===== config.mk =====
export PLATFORM = sky130hd
export DESIGN_NAME = accumulator_bank
export DESIGN_NICKNAME = d
export VERILOG_FILES = /design/src/rtl/accel_pkg.sv /design/src/rtl/sat_adder.sv /design/src/rtl/accumulator_bank.sv
export SDC_FILE = /design/constraint.sdc
export NUM_CORES = 1
export LEC_CHECK = 0
export ABC_AREA = 1
export CORE_ASPECT_RATIO = 1.2
export CORE_MARGIN = 5
export CORE_UTILIZATION = 50
export CTS_CLUSTER_SIZE = 14
export DETAILED_ROUTE_END_ITERATION = 10
export PLACE_DENSITY_LB_ADDON = 0.12
export SYNTH_ARGS = -nofsm -noshare
export SYNTH_HDL_FRONTEND = slang
export SYNTH_SLANG_ARGS = --single-unit

===== constraint.sdc =====
create_clock -name clk -period 3.3 [get_ports clk]
set_clock_uncertainty 0.2 [all_clocks]
set_input_delay 0.66 -clock clk [delete_from_list [all_inputs] [get_ports clk]]
set_output_delay 0.66 -clock clk [all_outputs]
set_load 0.05 [all_outputs]

===== src/rtl/accel_pkg.sv =====
// Shared types for the accelerator datapath blocks.
// Holds the accumulator bank's row-state encoding.
package accel_pkg;

    typedef enum logic [0:0] {
        FILL  = 1'b0,
        DRAIN = 1'b1
    } acc_state_e;

endpackage


===== src/rtl/sat_adder.sv =====
// Signed ACC_W + DATA_W adder with clamp to the ACC_W range.
// Also used by the vector unit.
module sat_adder #(
    parameter int DATA_W = 8,
    parameter int ACC_W  = 16
) (
    input  logic signed [ACC_W-1:0]  acc,
    input  logic signed [DATA_W-1:0] data,
    output logic signed [ACC_W-1:0]  sum,
    output logic                     ovf
);

    localparam logic signed [ACC_W-1:0] ACC_MAX = {1'b0, {(ACC_W-1){1'b1}}};
    localparam logic signed [ACC_W-1:0] ACC_MIN = {1'b1, {(ACC_W-1){1'b0}}};

    // One guard bit: the top two bits disagree exactly when the result left range.
    function automatic logic signed [ACC_W-1:0] clamp(input logic signed [ACC_W:0] wide);
        if (wide[ACC_W] != wide[ACC_W-1]) begin
            clamp = wide[ACC_W] ? ACC_MIN : ACC_MAX;
        end else begin
            clamp = wide[ACC_W-1:0];
        end
    endfunction

    logic signed [ACC_W:0] wide_s;

    assign wide_s = (ACC_W+1)'(acc) + (ACC_W+1)'(data);
    assign sum    = clamp(wide_s);
    assign ovf    = wide_s[ACC_W] != wide_s[ACC_W-1];

endmodule


===== src/rtl/accumulator_bank.sv =====
// Column-output accumulator: sums PASSES partial-product passes over a
// DEPTH-entry row, then drains the row over a valid/ready interface.
module accumulator_bank
    import accel_pkg::*;
#(
    parameter int DATA_W = 8,
    parameter int ACC_W  = 16,
    parameter int DEPTH  = 4,
    parameter int PASSES = 2
) (
    input  logic                         clk,
    input  logic                         reset,
    input  logic                         clear,
    input  logic                         in_valid,
    output logic                         in_ready,
    input  logic signed [DATA_W-1:0]     in_data,
    output logic                         out_valid,
    input  logic                         out_ready,
    output logic signed [ACC_W-1:0]      out_data,
    output logic [$clog2(DEPTH)-1:0]     out_index,
    output logic                         full,
    output logic                         sat_flag
);

    localparam int IDX_W  = $clog2(DEPTH);
    localparam int PASS_W = (PASSES > 1) ? $clog2(PASSES) : 1;

    acc_state_e               state_r, state_nxt_s;
    logic [IDX_W-1:0]         wr_idx_r, wr_idx_nxt_s;
    logic [IDX_W-1:0]         rd_idx_r, rd_idx_nxt_s;
    logic [PASS_W-1:0]        pass_r, pass_nxt_s;
    logic                     sat_r, sat_nxt_s;
    logic signed [ACC_W-1:0]  out_data_r, out_data_nxt_s;
    logic signed [ACC_W-1:0]  mem_r [DEPTH];
    logic signed [ACC_W-1:0]  sum_s, wr_val_s;
    logic                     ovf_s, accept_s, mem_we_s, last_wr_s, last_pass_s;

    sat_adder #(.DATA_W(DATA_W), .ACC_W(ACC_W)) u_sat_adder (
        .acc  (mem_r[wr_idx_r]),
        .data (in_data),
        .sum  (sum_s),
        .ovf  (ovf_s)
    );

    assign accept_s    = in_valid && (state_r == FILL);
    assign last_wr_s   = wr_idx_r == IDX_W'(DEPTH-1);
    assign last_pass_s = pass_r == PASS_W'(PASSES-1);
    // Pass 0 overwrites, so stale contents from the previous row never leak in.
    assign wr_val_s    = (pass_r == '0) ? ACC_W'(in_data) : sum_s;

    assign in_ready  = (state_r == FILL);
    assign out_valid = (state_r == DRAIN);
    assign full      = (state_r == DRAIN);
    assign out_data  = out_data_r;
    assign out_index = rd_idx_r;
    assign sat_flag  = sat_r;

    // Next-state, index, flag and drain-data decode.
    always_comb begin
        state_nxt_s    = state_r;
        wr_idx_nxt_s   = wr_idx_r;
        rd_idx_nxt_s   = rd_idx_r;
        pass_nxt_s     = pass_r;
        sat_nxt_s      = sat_r;
        out_data_nxt_s = out_data_r;
        mem_we_s       = 1'b0;
        case (state_r)
            FILL: begin
                if (accept_s) begin
                    mem_we_s  = 1'b1;
                    sat_nxt_s = sat_r | ((pass_r != '0) && ovf_s);
                    if (last_wr_s) begin
                        wr_idx_nxt_s = '0;
                        if (last_pass_s) begin
                            pass_nxt_s     = '0;
                            state_nxt_s    = DRAIN;
                            // Entry 0 is already final: DEPTH >= 2.
                            out_data_nxt_s = mem_r[0];
                        end else begin
                            pass_nxt_s = pass_r + PASS_W'(1);
                        end
                    end else begin
                        wr_idx_nxt_s = wr_idx_r + IDX_W'(1);
                    end
                end else begin
                    mem_we_s = 1'b0;
                end
            end
            DRAIN: begin
                if (out_ready) begin
                    if (rd_idx_r == IDX_W'(DEPTH-1)) begin
                        rd_idx_nxt_s   = '0;
                        state_nxt_s    = FILL;
                        sat_nxt_s      = 1'b0;
                        out_data_nxt_s = '0;
                    end else begin
                        rd_idx_nxt_s   = rd_idx_r + IDX_W'(1);
                        out_data_nxt_s = mem_r[rd_idx_r + IDX_W'(1)];
                    end
                end else begin
                    rd_idx_nxt_s = rd_idx_r;
                end
            end
            default: begin
                state_nxt_s = FILL;
            end
        endcase
    end

    // State, index and output registers; clear mirrors reset.
    always_ff @(posedge clk or negedge reset) begin
        if (!reset) begin
            state_r    <= FILL;
            wr_idx_r   <= '0;
            rd_idx_r   <= '0;
            pass_r     <= '0;
            sat_r      <= 1'b0;
            out_data_r <= '0;
        end else if (clear) begin
            state_r    <= FILL;
            wr_idx_r   <= '0;
            rd_idx_r   <= '0;
            pass_r     <= '0;
            sat_r      <= 1'b0;
            out_data_r <= '0;
        end else begin
            state_r    <= state_nxt_s;
            wr_idx_r   <= wr_idx_nxt_s;
            rd_idx_r   <= rd_idx_nxt_s;
            pass_r     <= pass_nxt_s;
            sat_r      <= sat_nxt_s;
            out_data_r <= out_data_nxt_s;
        end
    end

    // Row storage.
    always_ff @(posedge clk or negedge reset) begin
        if (!reset) begin
            for (int i = 0; i < DEPTH; i++) mem_r[i] <= '0;
        end else if (clear) begin
            for (int i = 0; i < DEPTH; i++) mem_r[i] <= '0;
        end else if (mem_we_s) begin
            mem_r[wr_idx_r] <= wr_val_s;
        end
    end

endmodule

# Word level (Yosys, flattened, before mapping)
# Index checks and enable logic that the tools add are counted.
# totals
ff_bits,87
inputBits,13
out_inout_bits,22
word_cells,91
# op_classes
add_sub_neg,4
order_cmp,3
n_eq_ne,9
muxes,48
n_bitwise,4
reduce_logical,13
# op_table
cell,n
$mux W16,14
$mux W64,2
$bmux W16 S2,2
$bwmux W64,1
$demux W16 S2,1
$pmux W16 S2,1
$add A16 B8 Y17,1
$mux W1,17
$mux W2,8
$ne A3 B2 Y1 const B,4
$reduce_bool A2 Y1,5
$ge A3 B3 Y1 const B,2
$not A2 Y3,2
$reduce_and A3 Y1,2
$add A2 B1 Y2 const B,2
$eq A2 B2 Y1 const B,2
$pmux W1 S2,2
$reduce_and A2 Y1,2
$reduce_and A4 Y1,1
$logic_and A1 B1 Y1,3
$lt A3 B1 Y1 const B,1
$ne A3 B3 Y1 const B,1
$ne A2 B2 Y1 const B,1
$add A1 B1 Y1 const B,1
3 further kinds,3

# Longest topological paths before layout
# logic_depth
word_depth,11
mapped_depth,20
depth_no_buf,19

# By module
# Synthesis repeated with hierarchy kept, for this count alone.
# unflattened
hier_cells,777
hier_area_um2,5686.7
# modules_own_cells
module,instances,cells_each,area_per_inst_um2,seq_area_each_um2
accumulator_bank,1,589,4644.5,2177.1
sat_adder,1,188,1042.2,0.0

# Worst setup path before layout
# No wires, ideal clock.
# synth_timing
kind,register to register
startpoint,register wr_idx_r[0]
endpoint,register mem_r[27] (netlist name)
setup_time_ns,0.118
arrival_time_ns,2.515
required_ns,2.982
setup_slack_ns,0.467
stages_incl_launch_ff,20
period_less_slack_ns,2.833
path_cell_list,dfrtp_1 -> inv_1 -> clkbuf_1 -> nor2_1 -> o22ai_1 -> ha_1 -> fa_1 -> nand2_1 -> nand3_1 -> nand3_1 -> nand2_2 -> nand2_2 -> nand3_1 -> nand2_2 -> nand2_4 -> nand2_4 -> o21ai_4 -> buf_6 -> nand3_1 -> nand2_1
# synth_via
elab_chain_len,11
word_cells_on_any_way,17
classes_between,add/sub (1); order compare (2); eq/ne (1); mux (11); bitwise (1); reduce/logical (1)
# synth_rtl
element,line_no,text
from (decl),accumulator_bank.sv:29,"logic [IDX_W-1:0] wr_idx_r, wr_idx_nxt_s;"
from (signal assigned),accumulator_bank.sv:128,wr_idx_r <= wr_idx_nxt_s;
$not A2 Y3 (implied by the code) *,"accumulator_bank.sv:39, accumulator_bank.sv:143",
$bmux W16 S2,accumulator_bank.sv:39,".acc (mem_r[wr_idx_r]),"
$mux W16 (implied by the code) (2 in series),accumulator_bank.sv:39,
$add A16 B8 Y17,sat_adder.sv:27,assign wide_s = (ACC_W+1)'(acc) + (ACC_W+1)'(data);
$mux W16 / $ne A1 B1 Y1 (equally long branches),"sat_adder.sv:19, sat_adder.sv:18",
$mux W16,sat_adder.sv:18,if (wide[ACC_W] != wide[ACC_W-1]) begin
$mux W16,accumulator_bank.sv:49,assign wr_val_s = (pass_r == '0) ? ACC_W'(in_data) : sum_s;
$bwmux W64 *,accumulator_bank.sv:143,mem_r[wr_idx_r] <= wr_val_s;
$mux W64 *,accumulator_bank.sv:142,end else if (mem_we_s) begin
$mux W64 *,accumulator_bank.sv:140,end else if (clear) begin
"to (signal, indexed assignment)",accumulator_bank.sv:143,
to (decl),accumulator_bank.sv:34,logic signed [ACC_W-1:0] mem_r [DEPTH];
# Mark *: on every way between the ends. The rest lies on a longest branch, timed or not. The select of a mux whose other input is x is not followed.
# A chain may end at the register's enable or synchronous reset.

# Final worst setup path
# layout_timing
startpoint,register wr_idx_r[0]
endpoint,register mem_r[55] (netlist name)
# Same word-level chain as after synthesis.

==> results.json <==
{
  "worst_pin_slew_ps": 1070,
  "layout.nets": 889,
  "synth_top_area_frac": 0.385,
  "synth-main-ff-cell": "dfrtp_1",
  "port_buffers": 34,
  "clockBufferDepth": 2,
  "core-area_um2": 11100,
  "path_class": "flip-flop to flip-flop",
  "synth_most_common_cell": "nand2_1",
  "die_w_um": 107,
  "yosysUniqueCellTypes": 34,
  "synth_edf_count": 0,
  "cp_data_arrival_time_ps": 3190,
  "outcome": "complete, no violations",
  "drtIter0Drc": 612,
  "rows": 42,
  "dp_hpwl_um": 11800,
  "diodes": 0,
  "drive_gt1_frac": 0.119,
  "power.total_mw": 3.67,
  "required_ps": 3330,
  "max_freq_mhz": 317,
  "fillers": 1041,
  "cpMostUsedCell": "nand2_1",
  "register_area_um2": 2180,
  "final.setup.tns_ps": 0,
  "pwr_density_cell_nw_per_um2": 542,
  "clock_latency_ps": 340,
  "fin_crit_ps": 3150,
  "first_pass_iters": 5,
  "cts_root_buf": "clkbuf_16",
  "crit_chain": "inv_1 -> buf_12 -> o21ai_0 -> o22ai_1 -> ha_1 -> nand2_1 -> inv_2 -> a21oi_2 -> nand2_2 -> nand2_1 -> nand2_1 -> nand2_1 -> nand2_2 -> a21oi_4 -> buf_4 -> nand2_2 -> nand3_1 -> nand2_1",
  "ys_ff_latch": 87,
  "async_reset_ff_frac": 1.00,
  "synth_top_cells_by_area": "dfrtp_1, nand2_1, o21ai_0",
  "globalplace.congestion": 0.873,
  "placed_cells": 993,
  "leakagePower_nw": 3.48,
  "setup_viol": 0,
  "io_pins": 35,
  "synthTopCellsByCount": "nand2_1, dfrtp_1, nor2_1, o21ai_0, inv_1",
  "ys_seq_area_frac": 0.385,
  "cp-start-kind": "flip-flop",
  "finalCritPeriodShare": 0.956,
  "first_global_vias": 5426,
  "final_hold_viol_count": 0,
  "multi_input_area_um2": 3120,
  "vias": 5753,
  "cp-end-kind": "flip-flop",
  "synthesis.nets": 842,
  "holdWs_ps": 107,
  "drc_errors": 0,
  "htreeDepth": 3,
  "cp_max_fo": 26,
  "dieHeight_um": 127,
  "start_util": 0.510,
  "post-route-util": 0.610,
  "avgSynthCellArea_um2": 7.01,
  "dieArea_um2": 13600,
  "hp-class": "primary input to async pin",
  "cts_tree": "built",
  "numCtsBuffers": 9,
  "ant_nets": 0,
  "cts_sinks": 87,
  "antenna_found_initial": 0,
  "routedWlPerCell_um": 16.9,
  "max_slew_margin": 0.286,
  "netlist_area_um2": 5660,
  "final_cells": 1013,
  "slowest_delay_ps": 410,
  "slowest_stage": "dfrtp_1",
  "cap_violations": 0,
  "synth_cells": 807,
  "path_clk_slew_ps": 60,
  "grt_max_degree": 47,
  "synth_area_leader_cell": "dfrtp_1",
  "routed_via_density": 5.68,
  "final_max_slew_viol_count": 0,
  "ys_warn_count": 0,
  "routed_wl_um": 17100,
  "grt_use_total": 0.256,
  "grt_pass1_wl_um": 27300,
  "ir_drop_mv": 0.242,
  "area_growth_pct": 19.4,
  "overflow": 0
}
[kinds of logic after synthesis]
family                     count (synthesis)  share of synthesized area
AOI/OAI and AO/OA                        163                      0.167
xor gates and xnor gates                  11                     0.0170
adders and majority gates                 22                     0.0500
buffers and inverters                    105                     0.0763
DFF                                       87                      0.385
and+or+nand+nor                          419                      0.305
[cell type report]
class / instances / area share
multi-input cells: 615 / 0.461
flip-flops and latches: 87 / 0.322
repair buffers: 73 / 0.102
inverters: 68 / 0.0378
clock buffers: 10 / 0.0354
well taps: 154 / 0.0285
clock inverters: 6 / 0.0135
[report_power, final]
group          switching, mW  internal (mW)
sequential            0.0799           1.14
combinational          0.846          0.479
clock                  0.438          0.688
total                   1.36           2.30
[path summary, 6_finish.rpt]
path | from | to | slack [ps] | cells after the start
max in group asynchronous | reset | mem_r[28] | 2160 | 2
hold reg to reg | mem_r[34] | mem_r[34] | 300 | 2
setup reg to reg | wr_idx_r[0] | mem_r[55] | 150 | 18
min in group clk | mem_r[34] | mem_r[34] | 300 | 2
hold / removal | reset | out_data[2] | 110 | 1
setup / recovery | wr_idx_r[0] | mem_r[55] | 150 | 18
[stage by stage]
| step | setup slack [ps] | instance area [um^2] |
|---|---|---|
| global placement | -48.1 | 6330 |
| finish | 146 | 6760 |
| floorplan | 467 | 5660 |
| detailed placement | -38.8 | 6330 |
| CTS | 160 | 6660 |
| global route | -39.1 | 6760 |
[routing by layer]
| layer | GRT usage | share of wire | vias up |
|---|---|---|---|
| li1 | - | - | 2739 |
| met1 | 0.341 | 0.42 | 2668 |
| met3 | 0.0412 | 0.087 | 40 |
| met2 | 0.415 | 0.47 | 306 |
| met4 | 0.102 | 0.022 | 0 |
| met5 | 0 | 0 | - |
[critical path: cells and delay by family (launching register included)]
kind | cells | cell delay (ps)
adder cells (fa/ha/maj) | 1 | 340
AO/OA/AOI/OAI | 4 | 710
flip-flops | 1 | 410
AND/OR/NAND/NOR | 9 | 830
buffers and inverters | 4 | 550
[registers in the layout, summed over array words and instances, names as in the netlist]
signal and flops:
full 1, last_pass_s 1, mem_r 64, out_data 16, out_index 2, sat_flag 1, wr_idx_r 2
[placed cells by master, fill, tap and decap left out, types with 3 or more instances in the layout]
| cell type | Yosys | final |
|---|---|---|
| o22ai_1 | 33 | 30 |
| nand2_4 | 2 | 3 |
| nand3_1 | 52 | 50 |
| a21oi_1 | 28 | 28 |
| nand4_1 | 3 | 3 |
| ha_1 | 21 | 21 |
| nor2_1 | 81 | 81 |
| inv_1 | 63 | 63 |
| clkdlybuf4s50_1 | 0 | 33 |
| inv_2 | 5 | 5 |
| o21ai_0 | 74 | 71 |
| dfrtp_1 | 87 | 87 |
| a21oi_2 | 4 | 3 |
| nand2_1 | 258 | 252 |
| buf_12 | 0 | 4 |
| a22oi_1 | 16 | 16 |
| nand2_2 | 16 | 21 |
| o21ai_1 | 0 | 3 |
| xnor2_1 | 8 | 8 |
| o22ai_2 | 0 | 3 |
| buf_4 | 1 | 34 |
| xor2_1 | 3 | 3 |
| clkbuf_16 | 0 | 9 |
[what timing repair did]
| item | 4_1_cts | 5_1_grt |
|---|---|---|
| endpoints found under the setup margin | 0 | 60 |
| hold endpoints to repair | 0 | 0 |
| hold buffers | 0 | 0 |
| buffers inserted | 0 | 4 |
| resized for setup | 0 | 19 |
No activity file was read; power rests on OpenSTA's default activity.
==> variant (same flow settings) <==
Reset style: synchronous (`reset`), changed in 2 clocked blocks.
--- a/src/rtl/accumulator_bank.sv
+++ b/src/rtl/accumulator_bank.sv
@@ -110,3 +110,3 @@
     // State, index and output registers; clear mirrors reset.
-    always_ff @(posedge clk or negedge reset) begin
+    always_ff @(posedge clk) begin
         if (!reset) begin
@@ -136,3 +136,3 @@
     // Row storage.
-    always_ff @(posedge clk or negedge reset) begin
+    always_ff @(posedge clk) begin
         if (!reset) begin
Check against the original RTL: differs if reset is asserted again (counterexample within 10 cycles, from zero or initial values and one cycle with reset low); with reset held inactive, the same outputs for 10 cycles.
==> variant against the original RTL <==
Setup slack lost 0.018 ns; wire length shrank 9.5%; largest cell class unchanged; critical endpoint is now mem_r[3][13]; critical path depth grew 1; area after synthesis is 1.8% lower; sequential cell count up 2; count of clock-buffer cells in the layout did not move; highest routed layer is now met5; sequential share of layout area up 3.5 points; final area rose by 0.46%.
Power is not compared: it rests on default switching activity, and its combinational part moved more than twofold at a synthesized area within 25%.
==> variant: results (changes against the original RTL) <==
INFO  status         outcome=completed
INFO  placed_design  finalWeightedCongestion=0.818 [-6.4%]
INFO  route          dr.first_iter.drc_count=382 [-38%]
INFO  critical_path  cp.arrival=3.04ns [-0.15 ns]
INFO  finish         layout.filler_cells=960 [-7.8%]
INFO  cts            post_cts_resized=2 [+2]
INFO  critical_path  timing.critical_path.slowest_stage_cell=dfxtp_4
INFO  route          wirelength=15.5mm [-9.5%]
INFO  critical_path  reg2regPathDepth=19 [+1]
INFO  yosys          sequential_cell_area_fraction_in_the_yosys_report=43.6% [+5.1 points]
INFO  yosys          yosys-top-cells-area=edfxtp_1, nor2_1, dfxtp_1
INFO  route          route.top_layer_used=met5
INFO  global_routing grt_pass1_vias=4,743 [-13%]
INFO  global_routing initial_antenna_violation_count=1 [+1]
INFO  route          met2RoutedLength=7.92mm [-2.3%]
INFO  global_routing grt.met2_usage=41.4% [-0.14 points]
INFO  global_routing met1_usage=29.1% [-5.0 points]
INFO  yosys          postSynth.asyncResetShare=0% [-100 points]
INFO  timing         slew-limit-headroom=43.7% [+15 points]
INFO  yosys          synth_enable_flop_cells=64 [+64]
INFO  critical_path  register_to_register_setup_slack=0.13ns [-0.02 ns]
INFO  route          detail_route.wirelength.met1=6.11mm [-14%]
INFO  placed_design  placed_area=6320squm [-0.16%]
INFO  critical_path  critical_path.max_fanout=8 [-69%]
INFO  yosys          post_synth_most_frequent_cells=nor2_1, nand2_1, o21ai_0, edfxtp_1, inv_1
INFO  global_routing largest_net_degree_at_the_start_of_global_routing=33 [-30%]
INFO  yosys          mappedNetlistNets=728 [-14%]
INFO  global_routing groute.layer.met3.usage=4.69% [+0.57 points]
INFO  route          detailedRoute.firstPassIterationCount=4 [-1]
[variant: changes by cell type in the layout (fill, tap and decap cells not counted), moves of 16 or more]
| cell | change |
|---|---|
| a22oi_1 | -16 |
| edfxtp_1 | +64 |
| nand2_1 | -132 |
| nor2_1 | +54 |
| dfrtp_1 | -87 |
| nand3_1 | -40 |
| nor2_4 | +16 |
| buf_4 | +19 |
| dfxtp_1 | +24 |
| inv_1 | -16 |
[variant: cells by family (layout without fill, tap and decap cells)]
kind of cell,after synthesis,in the layout,share of synthesized area (%)
simple gates,320,320,26.7
compound gates,166,166,16.8
flops,89,89,43.6
buf+inv,84,158,5.94
fa+ha+maj,22,22,5.09
xor+xnor,12,12,1.89
[variant: critical path: cells and delay by family (launching register included)]
family / cells / cell delay, ns
AOI/OAI and AO/OA: 1 / 0.13
adders and majority gates: 1 / 0.36
buffers and inverters: 4 / 0.41
DFF: 1 / 0.40
and+or+nand+nor: 13 / 1.33
[variant: final cells by class]
class / instances / area [sq um] / area share (%)
Multi-Input combinational cell: 520 / 2910 / 42.9
Sequential cell: 89 / 2430 / 35.7
Timing Repair Buffer: 90 / 781 / 11.5
Clock buffer: 10 / 229 / 3.37
Inverter: 52 / 198 / 2.91
Tap cell: 132 / 165 / 2.43
Clock inverter: 6 / 81.3 / 1.20
[variant: metrics by stage]
stage / setup TNS [ns] / setup slack [ns] / hold slack (ns) / instances
6_report: 0 / 0.128 / 0.335 / 899
5_1_grt: -0.372 / -0.0622 / 0.365 / 899
4_1_cts: 0 / 0.0792 / 0.334 / 894
3_5_place_dp: -4.84 / -0.141 / 0.324 / 878
3_3_place_gp: -3.14 / -0.0832 / 0.311 / 878
2_1_floorplan: 0 / 0.205 / 0.289 / 693
